==> config.mk <==
export PLATFORM = sky130hd
export DESIGN_NAME = ram_march_bist_flat
export DESIGN_NICKNAME = d
export VERILOG_FILES = /design/src/rtl/ram_bist_pkg.sv /design/src/rtl/ram_march_bist_if.sv /design/src/rtl/ram_bist_cmp_pipe.sv /design/src/rtl/ram_march_bist.sv /design/src/flat_wrapper.sv
export SDC_FILE = /design/constraint.sdc
export NUM_CORES = 1
export LEC_CHECK = 0
export ABC_AREA = 1
export BUFFER_PORTS_ARGS = -buffer_cell sky130_fd_sc_hd__buf_2
export CAP_MARGIN = 5
export CELL_PAD_IN_SITES_DETAIL_PLACEMENT = 2
export CELL_PAD_IN_SITES_GLOBAL_PLACEMENT = 2
export CORE_ASPECT_RATIO = 1.25
export CORE_MARGIN = 2
export CORE_UTILIZATION = 30
export CTS_BUF_LIST = sky130_fd_sc_hd__clkbuf_16
export DETAILED_ROUTE_END_ITERATION = 7
export PLACE_DENSITY = 0.94
export SLEW_MARGIN = 20
export SYNTH_ARGS = -nofsm -noshare
export SYNTH_HDL_FRONTEND = slang
export SYNTH_SLANG_ARGS = --single-unit
export TNS_END_PERCENT = 5
==> constraint.sdc <==
create_clock -name CLK -period 4.35 [get_ports CLK]
set_clock_uncertainty 0.15 [all_clocks]
set_input_delay 0.87 -clock CLK [delete_from_list [all_inputs] [get_ports CLK]]
set_output_delay 0.87 -clock CLK [all_outputs]
set_load 0.05 [all_outputs]
==> src/rtl/ram_bist_pkg.sv <==
`default_nettype none
// ============================================================================
// Module      : ram_bist_pkg
// Description : Shared types for the March C- RAM BIST: FSM state encoding,
//               per-state march operation decode, expected-word selects.
// Revision    : 1.0 - initial release
// ============================================================================
package ram_bist_pkg;

    typedef enum logic [3:0] {
        ST_IDLE   = 4'd0,
        ST_W0     = 4'd1,
        ST_R0W1_R = 4'd2,
        ST_R0W1_W = 4'd3,
        ST_R1W0_R = 4'd4,
        ST_R1W0_W = 4'd5,
        ST_RFIN   = 4'd6,
        ST_DRAIN  = 4'd7,
        ST_DONE   = 4'd8
    } bist_state_t;

    // Selects the background word: P itself or its complement.
    localparam logic EXP_P  = 1'b0;
    localparam logic EXP_NP = 1'b1;

    // March element encoding: what the RAM port does while in a given state.
    typedef struct packed {
        logic cs;   // a command is issued this cycle
        logic rd;   // 1 = read, 0 = write
        logic sel;  // word written, or word expected back (EXP_P / EXP_NP)
    } march_op_t;

    function automatic march_op_t march_op(input bist_state_t st);
        march_op_t op;
        op = '{cs: 1'b0, rd: 1'b1, sel: EXP_P};
        case (st)
            ST_W0:     op = '{cs: 1'b1, rd: 1'b0, sel: EXP_P};
            ST_R0W1_R: op = '{cs: 1'b1, rd: 1'b1, sel: EXP_P};
            ST_R0W1_W: op = '{cs: 1'b1, rd: 1'b0, sel: EXP_NP};
            ST_R1W0_R: op = '{cs: 1'b1, rd: 1'b1, sel: EXP_NP};
            ST_R1W0_W: op = '{cs: 1'b1, rd: 1'b0, sel: EXP_P};
            ST_RFIN:   op = '{cs: 1'b1, rd: 1'b1, sel: EXP_P};
            default:   ;
        endcase
        return op;
    endfunction

endpackage
`default_nettype wire

==> src/rtl/ram_march_bist_if.sv <==
`default_nettype none
// ============================================================================
// Module      : ram_march_bist_if
// Description : Control/status and RAM command port of the March BIST.
//               slave  = the BIST engine, master = the surrounding system
//               (test controller drives start, RAM returns Datain).
// Revision    : 1.0 - initial release
// ============================================================================
interface ram_march_bist_if #(
    parameter int ADDR_WIDTH = 12,
    parameter int DATA_WIDTH = 32
);
    logic                  start;
    logic                  busy;
    logic                  done;
    logic                  pass;
    logic [ADDR_WIDTH-1:0] fail_addr;
    logic [DATA_WIDTH-1:0] fail_data;
    logic                  CS;
    logic                  R_W;
    logic [ADDR_WIDTH-1:0] Addr;
    logic [DATA_WIDTH-1:0] Dataout;
    logic [DATA_WIDTH-1:0] Datain;

    modport slave (
        input  start, Datain,
        output busy, done, pass, fail_addr, fail_data, CS, R_W, Addr, Dataout
    );

    modport master (
        output start, Datain,
        input  busy, done, pass, fail_addr, fail_data, CS, R_W, Addr, Dataout
    );
endinterface
`default_nettype wire

==> src/rtl/ram_bist_cmp_pipe.sv <==
`default_nettype none
// ============================================================================
// Module      : ram_bist_cmp_pipe
// Description : READ_LATENCY-deep delay line of {valid, addr, expected-select}
//               aligned with RAM read data, plus the word comparator.
// Revision    : 1.0 - initial release
// ============================================================================
module ram_bist_cmp_pipe #(
    parameter int                    ADDR_WIDTH   = 12,
    parameter int                    DATA_WIDTH   = 32,
    parameter int                    READ_LATENCY = 1,
    parameter logic [DATA_WIDTH-1:0] PATTERN      = 'h5555_5555
) (
    input  wire logic                  clk,
    input  wire logic                  rst,
    input  wire logic                  i_push,
    input  wire logic [ADDR_WIDTH-1:0] i_push_addr,
    input  wire logic                  i_push_exp,
    input  wire logic [DATA_WIDTH-1:0] i_rd_data,
    output logic                       mismatch,
    output logic [ADDR_WIDTH-1:0]      mm_addr,
    output logic [DATA_WIDTH-1:0]      mm_data
);
    import ram_bist_pkg::*;

    logic [READ_LATENCY-1:0] vld_q, vld_d;
    logic [READ_LATENCY-1:0] exp_q, exp_d;
    logic [ADDR_WIDTH-1:0]   adr_q [READ_LATENCY];
    logic [ADDR_WIDTH-1:0]   adr_d [READ_LATENCY];
    logic [DATA_WIDTH-1:0]   w_exp_word;

    // Shift: stage 0 takes the command presented this cycle.
    always_comb begin
        vld_d[0] = i_push;
        exp_d[0] = i_push_exp;
        adr_d[0] = i_push_addr;
        for (int k = 1; k < READ_LATENCY; k++) begin
            vld_d[k] = vld_q[k-1];
            exp_d[k] = exp_q[k-1];
            adr_d[k] = adr_q[k-1];
        end
    end

    // Delay line registers; reset flushes every entry.
    always_ff @(posedge clk) begin
        if (rst) begin
            vld_q <= '0;
            exp_q <= '0;
            for (int k = 0; k < READ_LATENCY; k++) begin
                adr_q[k] <= '0;
            end
        end else begin
            vld_q <= vld_d;
            exp_q <= exp_d;
            adr_q <= adr_d;
        end
    end

    // The last stage lines up with the cycle its read data is on i_rd_data.
    assign w_exp_word = (exp_q[READ_LATENCY-1] == EXP_NP) ? ~PATTERN : PATTERN;
    assign mismatch   = vld_q[READ_LATENCY-1] && (i_rd_data != w_exp_word);
    assign mm_addr    = adr_q[READ_LATENCY-1];
    assign mm_data    = i_rd_data;

endmodule
`default_nettype wire

==> src/rtl/ram_march_bist.sv <==
`default_nettype none
// ============================================================================
// Module      : ram_march_bist
// Description : March C- BIST initiator for a single-port RAM: W0 up,
//               R0W1 up, R1W0 down, final read up, then drain and report.
//               WORDS must be >= 2; READ_LATENCY must be 1..4.
// Revision    : 1.0 - initial release
// ============================================================================
module ram_march_bist #(
    parameter int                    ADDR_WIDTH   = 12,
    parameter int                    DATA_WIDTH   = 32,
    parameter int                    WORDS        = 2**ADDR_WIDTH,
    parameter int                    READ_LATENCY = 1,
    parameter logic [DATA_WIDTH-1:0] PATTERN      = 'h5555_5555
) (
    input  wire logic            CLK,
    input  wire logic            RST,
    ram_march_bist_if.slave      bus
);
    import ram_bist_pkg::*;

    localparam logic [ADDR_WIDTH-1:0] LAST_ADDR  = ADDR_WIDTH'(WORDS - 1);
    localparam logic [2:0]            LAST_DRAIN = 3'(READ_LATENCY - 1);

    bist_state_t           state_q, state_d;
    logic [ADDR_WIDTH-1:0] addr_q, addr_d;
    logic [2:0]            drain_q, drain_d;
    logic                  busy_q, busy_d, done_q, done_d, pass_q, pass_d;
    logic                  fail_seen_q, fail_seen_d;
    logic [ADDR_WIDTH-1:0] fail_addr_q, fail_addr_d;
    logic [DATA_WIDTH-1:0] fail_data_q, fail_data_d;
    logic                  cs_q, cs_d, rw_q, rw_d, exp_sel_q, exp_sel_d;
    logic [DATA_WIDTH-1:0] dout_q, dout_d;
    march_op_t             op_next;
    logic                  mismatch;
    logic [ADDR_WIDTH-1:0] mm_addr;
    logic [DATA_WIDTH-1:0] mm_data;

    ram_bist_cmp_pipe #(
        .ADDR_WIDTH   (ADDR_WIDTH),
        .DATA_WIDTH   (DATA_WIDTH),
        .READ_LATENCY (READ_LATENCY),
        .PATTERN      (PATTERN)
    ) u_cmp_pipe (
        .clk         (CLK),
        .rst         (RST),
        .i_push      (cs_q & rw_q),
        .i_push_addr (addr_q),
        .i_push_exp  (exp_sel_q),
        .i_rd_data   (bus.Datain),
        .mismatch    (mismatch),
        .mm_addr     (mm_addr),
        .mm_data     (mm_data)
    );

    // Next state: march sequencing, address counter, drain timer, status.
    always_comb begin
        state_d     = state_q;
        addr_d      = addr_q;
        drain_d     = drain_q;
        busy_d      = busy_q;
        done_d      = done_q;
        pass_d      = pass_q;
        fail_seen_d = fail_seen_q;
        fail_addr_d = fail_addr_q;
        fail_data_d = fail_data_q;
        case (state_q)
            ST_IDLE, ST_DONE: begin
                if (bus.start) begin
                    state_d     = ST_W0;
                    addr_d      = '0;
                    busy_d      = 1'b1;
                    done_d      = 1'b0;
                    pass_d      = 1'b0;
                    fail_seen_d = 1'b0;
                    fail_addr_d = '0;
                    fail_data_d = '0;
                end
            end
            ST_W0: begin
                if (addr_q == LAST_ADDR) begin
                    state_d = ST_R0W1_R;
                    addr_d  = '0;
                end else begin
                    addr_d = addr_q + ADDR_WIDTH'(1);
                end
            end
            ST_R0W1_R: state_d = ST_R0W1_W;
            ST_R0W1_W: begin
                // At the top the address is already WORDS-1, where R1W0 starts.
                if (addr_q == LAST_ADDR) begin
                    state_d = ST_R1W0_R;
                end else begin
                    state_d = ST_R0W1_R;
                    addr_d  = addr_q + ADDR_WIDTH'(1);
                end
            end
            ST_R1W0_R: state_d = ST_R1W0_W;
            ST_R1W0_W: begin
                if (addr_q == '0) begin
                    state_d = ST_RFIN;
                end else begin
                    state_d = ST_R1W0_R;
                    addr_d  = addr_q - ADDR_WIDTH'(1);
                end
            end
            ST_RFIN: begin
                if (addr_q == LAST_ADDR) begin
                    state_d = ST_DRAIN;
                    drain_d = '0;
                end else begin
                    addr_d = addr_q + ADDR_WIDTH'(1);
                end
            end
            ST_DRAIN: begin
                if (drain_q == LAST_DRAIN) begin
                    state_d = ST_DONE;
                    busy_d  = 1'b0;
                    done_d  = 1'b1;
                    pass_d  = ~fail_seen_q;
                end else begin
                    drain_d = drain_q + 3'd1;
                end
            end
            default: state_d = ST_IDLE;
        endcase
        // First mismatch wins: record it and abort into a fresh drain period.
        if (busy_q && mismatch && !fail_seen_q) begin
            fail_seen_d = 1'b1;
            fail_addr_d = mm_addr;
            fail_data_d = mm_data;
            state_d     = ST_DRAIN;
            drain_d     = '0;
            busy_d      = 1'b1;
            done_d      = 1'b0;
            pass_d      = 1'b0;
        end
    end

    // Command decode from the next state so the RAM port is fully registered.
    assign op_next = march_op(state_d);
    always_comb begin
        cs_d      = op_next.cs;
        rw_d      = op_next.rd;
        exp_sel_d = op_next.sel;
        dout_d    = '0;
        if (op_next.cs && !op_next.rd) begin
            dout_d = (op_next.sel == EXP_NP) ? ~PATTERN : PATTERN;
        end
    end

    // State, counters, status and command registers.
    always_ff @(posedge CLK) begin
        if (RST) begin
            state_q     <= ST_IDLE;
            addr_q      <= '0;
            drain_q     <= '0;
            busy_q      <= 1'b0;
            done_q      <= 1'b0;
            pass_q      <= 1'b0;
            fail_seen_q <= 1'b0;
            fail_addr_q <= '0;
            fail_data_q <= '0;
            cs_q        <= 1'b0;
            rw_q        <= 1'b1;
            exp_sel_q   <= EXP_P;
            dout_q      <= '0;
        end else begin
            state_q     <= state_d;
            addr_q      <= addr_d;
            drain_q     <= drain_d;
            busy_q      <= busy_d;
            done_q      <= done_d;
            pass_q      <= pass_d;
            fail_seen_q <= fail_seen_d;
            fail_addr_q <= fail_addr_d;
            fail_data_q <= fail_data_d;
            cs_q        <= cs_d;
            rw_q        <= rw_d;
            exp_sel_q   <= exp_sel_d;
            dout_q      <= dout_d;
        end
    end

    assign bus.busy      = busy_q;
    assign bus.done      = done_q;
    assign bus.pass      = pass_q;
    assign bus.fail_addr = fail_addr_q;
    assign bus.fail_data = fail_data_q;
    assign bus.CS        = cs_q;
    assign bus.R_W       = rw_q;
    assign bus.Addr      = addr_q;
    assign bus.Dataout   = dout_q;

endmodule
`default_nettype wire

==> src/flat_wrapper.sv <==
// flat-port wrapper written by rule: the top's interface ports become plain ports
module ram_march_bist_flat import ram_bist_pkg::*;
#(
    parameter int                    ADDR_WIDTH   = 12,
    parameter int                    DATA_WIDTH   = 32,
    parameter int                    WORDS        = 2**ADDR_WIDTH,
    parameter int                    READ_LATENCY = 1,
    parameter logic [DATA_WIDTH-1:0] PATTERN      = 'h5555_5555
)
  (CLK, RST, bus_start, bus_Datain, bus_busy, bus_done, bus_pass, bus_fail_addr, bus_fail_data, bus_CS, bus_R_W, bus_Addr, bus_Dataout);
  ram_march_bist_if #(.ADDR_WIDTH(ADDR_WIDTH), .DATA_WIDTH(DATA_WIDTH)) bus_i ();
  input  wire logic CLK;
  input  wire logic RST;
  input wire logic [$bits(bus_i.start)-1:0] bus_start;
  input wire logic [$bits(bus_i.Datain)-1:0] bus_Datain;
  output wire logic [$bits(bus_i.busy)-1:0] bus_busy;
  output wire logic [$bits(bus_i.done)-1:0] bus_done;
  output wire logic [$bits(bus_i.pass)-1:0] bus_pass;
  output wire logic [$bits(bus_i.fail_addr)-1:0] bus_fail_addr;
  output wire logic [$bits(bus_i.fail_data)-1:0] bus_fail_data;
  output wire logic [$bits(bus_i.CS)-1:0] bus_CS;
  output wire logic [$bits(bus_i.R_W)-1:0] bus_R_W;
  output wire logic [$bits(bus_i.Addr)-1:0] bus_Addr;
  output wire logic [$bits(bus_i.Dataout)-1:0] bus_Dataout;
  assign bus_i.start = bus_start;
  assign bus_i.Datain = bus_Datain;
  assign bus_busy = bus_i.busy;
  assign bus_done = bus_i.done;
  assign bus_pass = bus_i.pass;
  assign bus_fail_addr = bus_i.fail_addr;
  assign bus_fail_data = bus_i.fail_data;
  assign bus_CS = bus_i.CS;
  assign bus_R_W = bus_i.R_W;
  assign bus_Addr = bus_i.Addr;
  assign bus_Dataout = bus_i.Dataout;
  ram_march_bist #(.ADDR_WIDTH(ADDR_WIDTH), .DATA_WIDTH(DATA_WIDTH), .WORDS(WORDS), .READ_LATENCY(READ_LATENCY), .PATTERN(PATTERN)) u_core (.CLK(CLK), .RST(RST), .bus(bus_i));
endmodule
==> flow_summary_export.csv <==
group,metric,value,unit
logic_synthesis,synth_seq_cells,86,
worst_setup_path,r2r_start,"u_core.u_cmp_pipe.exp_q",
sta,hold_ws,293,ps
logic_synthesis,yosysSeqAreaShare,0.397,
sta,hold_viol_final,0,
layout,syn2layout_area_growth,18.1,%
logic_synthesis,synth_area_leader_cell,"dfxtp_1",
power_and_ir_drop,p_leak,2.38,nW
detailed_routing,finalWirelength,17500,µm
logic_synthesis,yosys_warnings,0,
logic_synthesis,synthesis.area,4340,µm²
place,dpl_worst_slack,1250,ps
worst_setup_path,start_kind,"input port",
worst_setup_path,path_max_fanout,49,
place,port_buffers,127,
logic_synthesis,syn_inst,614,
global_route,grt_remaining_overflow,0,
global_route,grt.total_usage,0.230,
floorplan,fp.coreArea,14300,µm²
place,gp_congestion,0.806,
layout,diodes,0,
floorplan,initial_utilization,0.304,
sta,slew_headroom,0.405,
logic_synthesis,synth_common_cells,"nand2_1, dfxtp_1, nor2_1",
logic_synthesis,ys.flop_type,"dfxtp_1",
logic_synthesis,synthDominantCellAreaShare,0.397,
detailed_routing,drc,0,
sta,layout_setup_ws,1570,ps
logic_synthesis,yosys.cell_count.top_type,"nand2_1",
logic_synthesis,syn_area_per_cell,7.07,µm²
min_path,hp-class,"flop to flop",
floorplan,die_w,112,µm
worst_setup_path,cp_data_required_time,4460,ps
run_status,status,"finished, final reports clean",
cts,cts.clk_slew.worst_paths,80,ps
worst_setup_path,r2r_slack,1730,ps
global_route,grt_pass1_vias,5076,
floorplan,rows,49,
logic_synthesis,synth_area_leaders,"dfxtp_1, nand2_1, nor2_1",
worst_setup_path,end_kind,"flop",
detailed_routing,routedWlPerCell,19.8,µm
cts,cts_setup_buffers,0,
global_route,grt_max_degree,50,
sta,drv_slew,0,
worst_setup_path,critPathKind,"input port to flop",
cts,cts.repair.resized,0,
layout,drive_gt1_frac,0.256,
cts,clock-sinks,86,
sta,fmax,0.360,GHz
cts,htreeDepth,3,
min_path,min-delay-start,"u_core.exp_sel_q",
power_and_ir_drop,p_per_area,448,nW/µm²
detailed_routing,first_pass_iters,4,
worst_setup_path,arrival,2890,ps
cts,cts_hold_buf,0,
sta,fin_crit_sh,0.639,
cts,worstSkewPairLatency,360,ps
place,dp.final_hpwl,11500,µm
cts,numCtsBuffers,9,
worst_setup_path,rr_endpoint,"u_core.bus.fail_data[24]",
cts,cts_tree,"built",
detailed_routing,ant_nets,0,
sta,worstMarginPinSlew,892,ps
cts,root_buffer,"clkbuf_16",
min_path,whs_path_depth,2,
sta,setup_viol,0,
logic_synthesis,synth.distinct_cells,39,
logic_synthesis,ys_async_sr_fraction,0,
floorplan,num_io_pins,128,
logic_synthesis,synth_edf_count,0,
worst_setup_path,r2r_cells,11,
sta,tns,0,ps
sta,period_needed,2780,ps
detailed_routing,via_per_inst,5.02,
detailed_routing,dr.first_iter.drc_count,222,
layout,nNetsFinal,742,
job,maxCapViolCount,0,
sta,rsz0062_at_grt,"no",
logic_synthesis,synth_nets,654,
global_route,grt_pass1_wl,28200,µm
floorplan,die_h,139,µm
min_path,min_to,"u_core.u_cmp_pipe.exp_q",
cts,clock_path_buffers,2,
floorplan,die-area,15500,µm²
power_and_ir_drop,ir_worst_vdd,0.000249,V
detailed_routing,num_vias,4437,
global_route,grt_antenna_before_repair,0,
==> area by class of cell <==
class,instances,area (µm²)
flip-flops and latches,86,1720
clock buffers,9,225
clock inverters,6,62.6
multi-input cells,424,2050
fillers,1684,9160
well taps,178,223
inverters,53,199
repair buffers,128,643
==> worst max-delay path, stage by stage <==
cell     delay (ps)
buf_2           120
inv_1            70
nand2_1          60
nor2_1           90
nand3_1          80
nand2_1          80
nand2_1         150
nor2_4          200
nor2_8          150
nor2_8          540
nand2_1         140
a21oi_1         270
==> routing by layer <==
layer / track usage / share of wire / vias to the layer above
li1: - / - / 2086
met4: 0.114 / 0.041 / 0
met2: 0.427 / 0.54 / 144
met5: 0 / 0 / -
met1: 0.251 / 0.39 / 2155
met3: 0.0359 / 0.036 / 52
==> cell usage in the layout, fill, tap and decap left out, types with 2 or more instances in the layout <==
cell | synthesis | routed
nand2_1 | 179 | 179
buf_2 | 3 | 127
dfxtp_1 | 86 | 86
nor2_1 | 74 | 74
a21oi_1 | 54 | 54
inv_1 | 42 | 42
nand3_1 | 27 | 27
o21ai_0 | 12 | 12
inv_2 | 11 | 11
o21ai_1 | 10 | 10
clkbuf_16 | 0 | 9
nor2_2 | 7 | 7
xor2_1 | 7 | 7
nand2_2 | 6 | 6
ha_1 | 5 | 5
nor3_1 | 4 | 4
nand4_1 | 4 | 4
nor2_4 | 4 | 4
o21a_1 | 4 | 4
nand3_2 | 3 | 3
nor3b_1 | 3 | 3
nand3b_1 | 2 | 2
nor2_8 | 2 | 2
o22ai_1 | 2 | 2
a211oi_1 | 2 | 2
a31oi_1 | 2 | 2
clkinvlp_4 | 0 | 2
==> worst max-delay path by stage <==
stage	start	end	slack (ps)	depth (start not counted)
3_3_place_gp	bus_Datain[2]	u_core.bus.fail_data[31]	1510	12
6_report	bus_Datain[8]	u_core.bus.fail_data[24]	1570	12
4_1_cts	bus_Datain[2]	u_core.bus.fail_data[24]	1570	12
5_1_grt	bus_Datain[2]	u_core.bus.fail_data[24]	1440	12
3_5_place_dp	bus_Datain[5]	u_core.bus.fail_addr[2]	1250	10
2_1_floorplan	bus_Datain[5]	u_core.bus.R_W	2160	11
==> metrics by stage <==
step / cell area [µm²] / util / total power, W / cells
final: 5130 / 0.359 / 0.00230 / 884
after global routing: 5130 / 0.359 / 0.00237 / 884
after CTS: 5130 / 0.359 / 0.00230 / 884
after detailed placement: 4840 / 0.339 / 0.00149 / 869
after global placement: 4840 / 0.339 / 0.00146 / 869
after floorplan: 4340 / - / 0.00141 / 614
==> cell families (layout without fill, tap and decap cells) <==
group                      Yosys count  after routing  share of synthesized area
buffers and inverters              104            196                      0.131
AOI/OAI and AO/OA                   93             93                      0.121
DFF                                 86             86                      0.397
and+or+nand+nor                    318            318                      0.321
adders and majority gates            5              5                     0.0144
xor gates and xnor gates             8              8                     0.0161
==> flip-flops by register name, indices dropped and copies added (netlist names) <==
signal	count
u_core.bus.CS	1
u_core.bus.pass	1
u_core.u_cmp_pipe.mm_addr	12
u_core.bus.fail_data	32
u_core.bus.R_W	1
u_core.fail_seen_q	1
u_core.u_cmp_pipe.vld_q	1
u_core.bus.Dataout	2
u_core.bus.done	1
u_core.drain_q	3
u_core.bus.busy	1
u_core.u_cmp_pipe.exp_q	1
u_core.bus.Addr	12
u_core.exp_sel_q	1
u_core.bus.fail_addr	12
u_core.state_q	4
==> where the power goes <==
part | internal, W | switching [W] | total [W]
Combinational | 0.000126 | 0.000521 | 0.000647
Sequential | 0.000817 | 0.0000325 | 0.000849
Clock | 0.000442 | 0.000359 | 0.000801
Total | 0.00138 | 0.000913 | 0.00230
(Power assumes the default switching activity.)
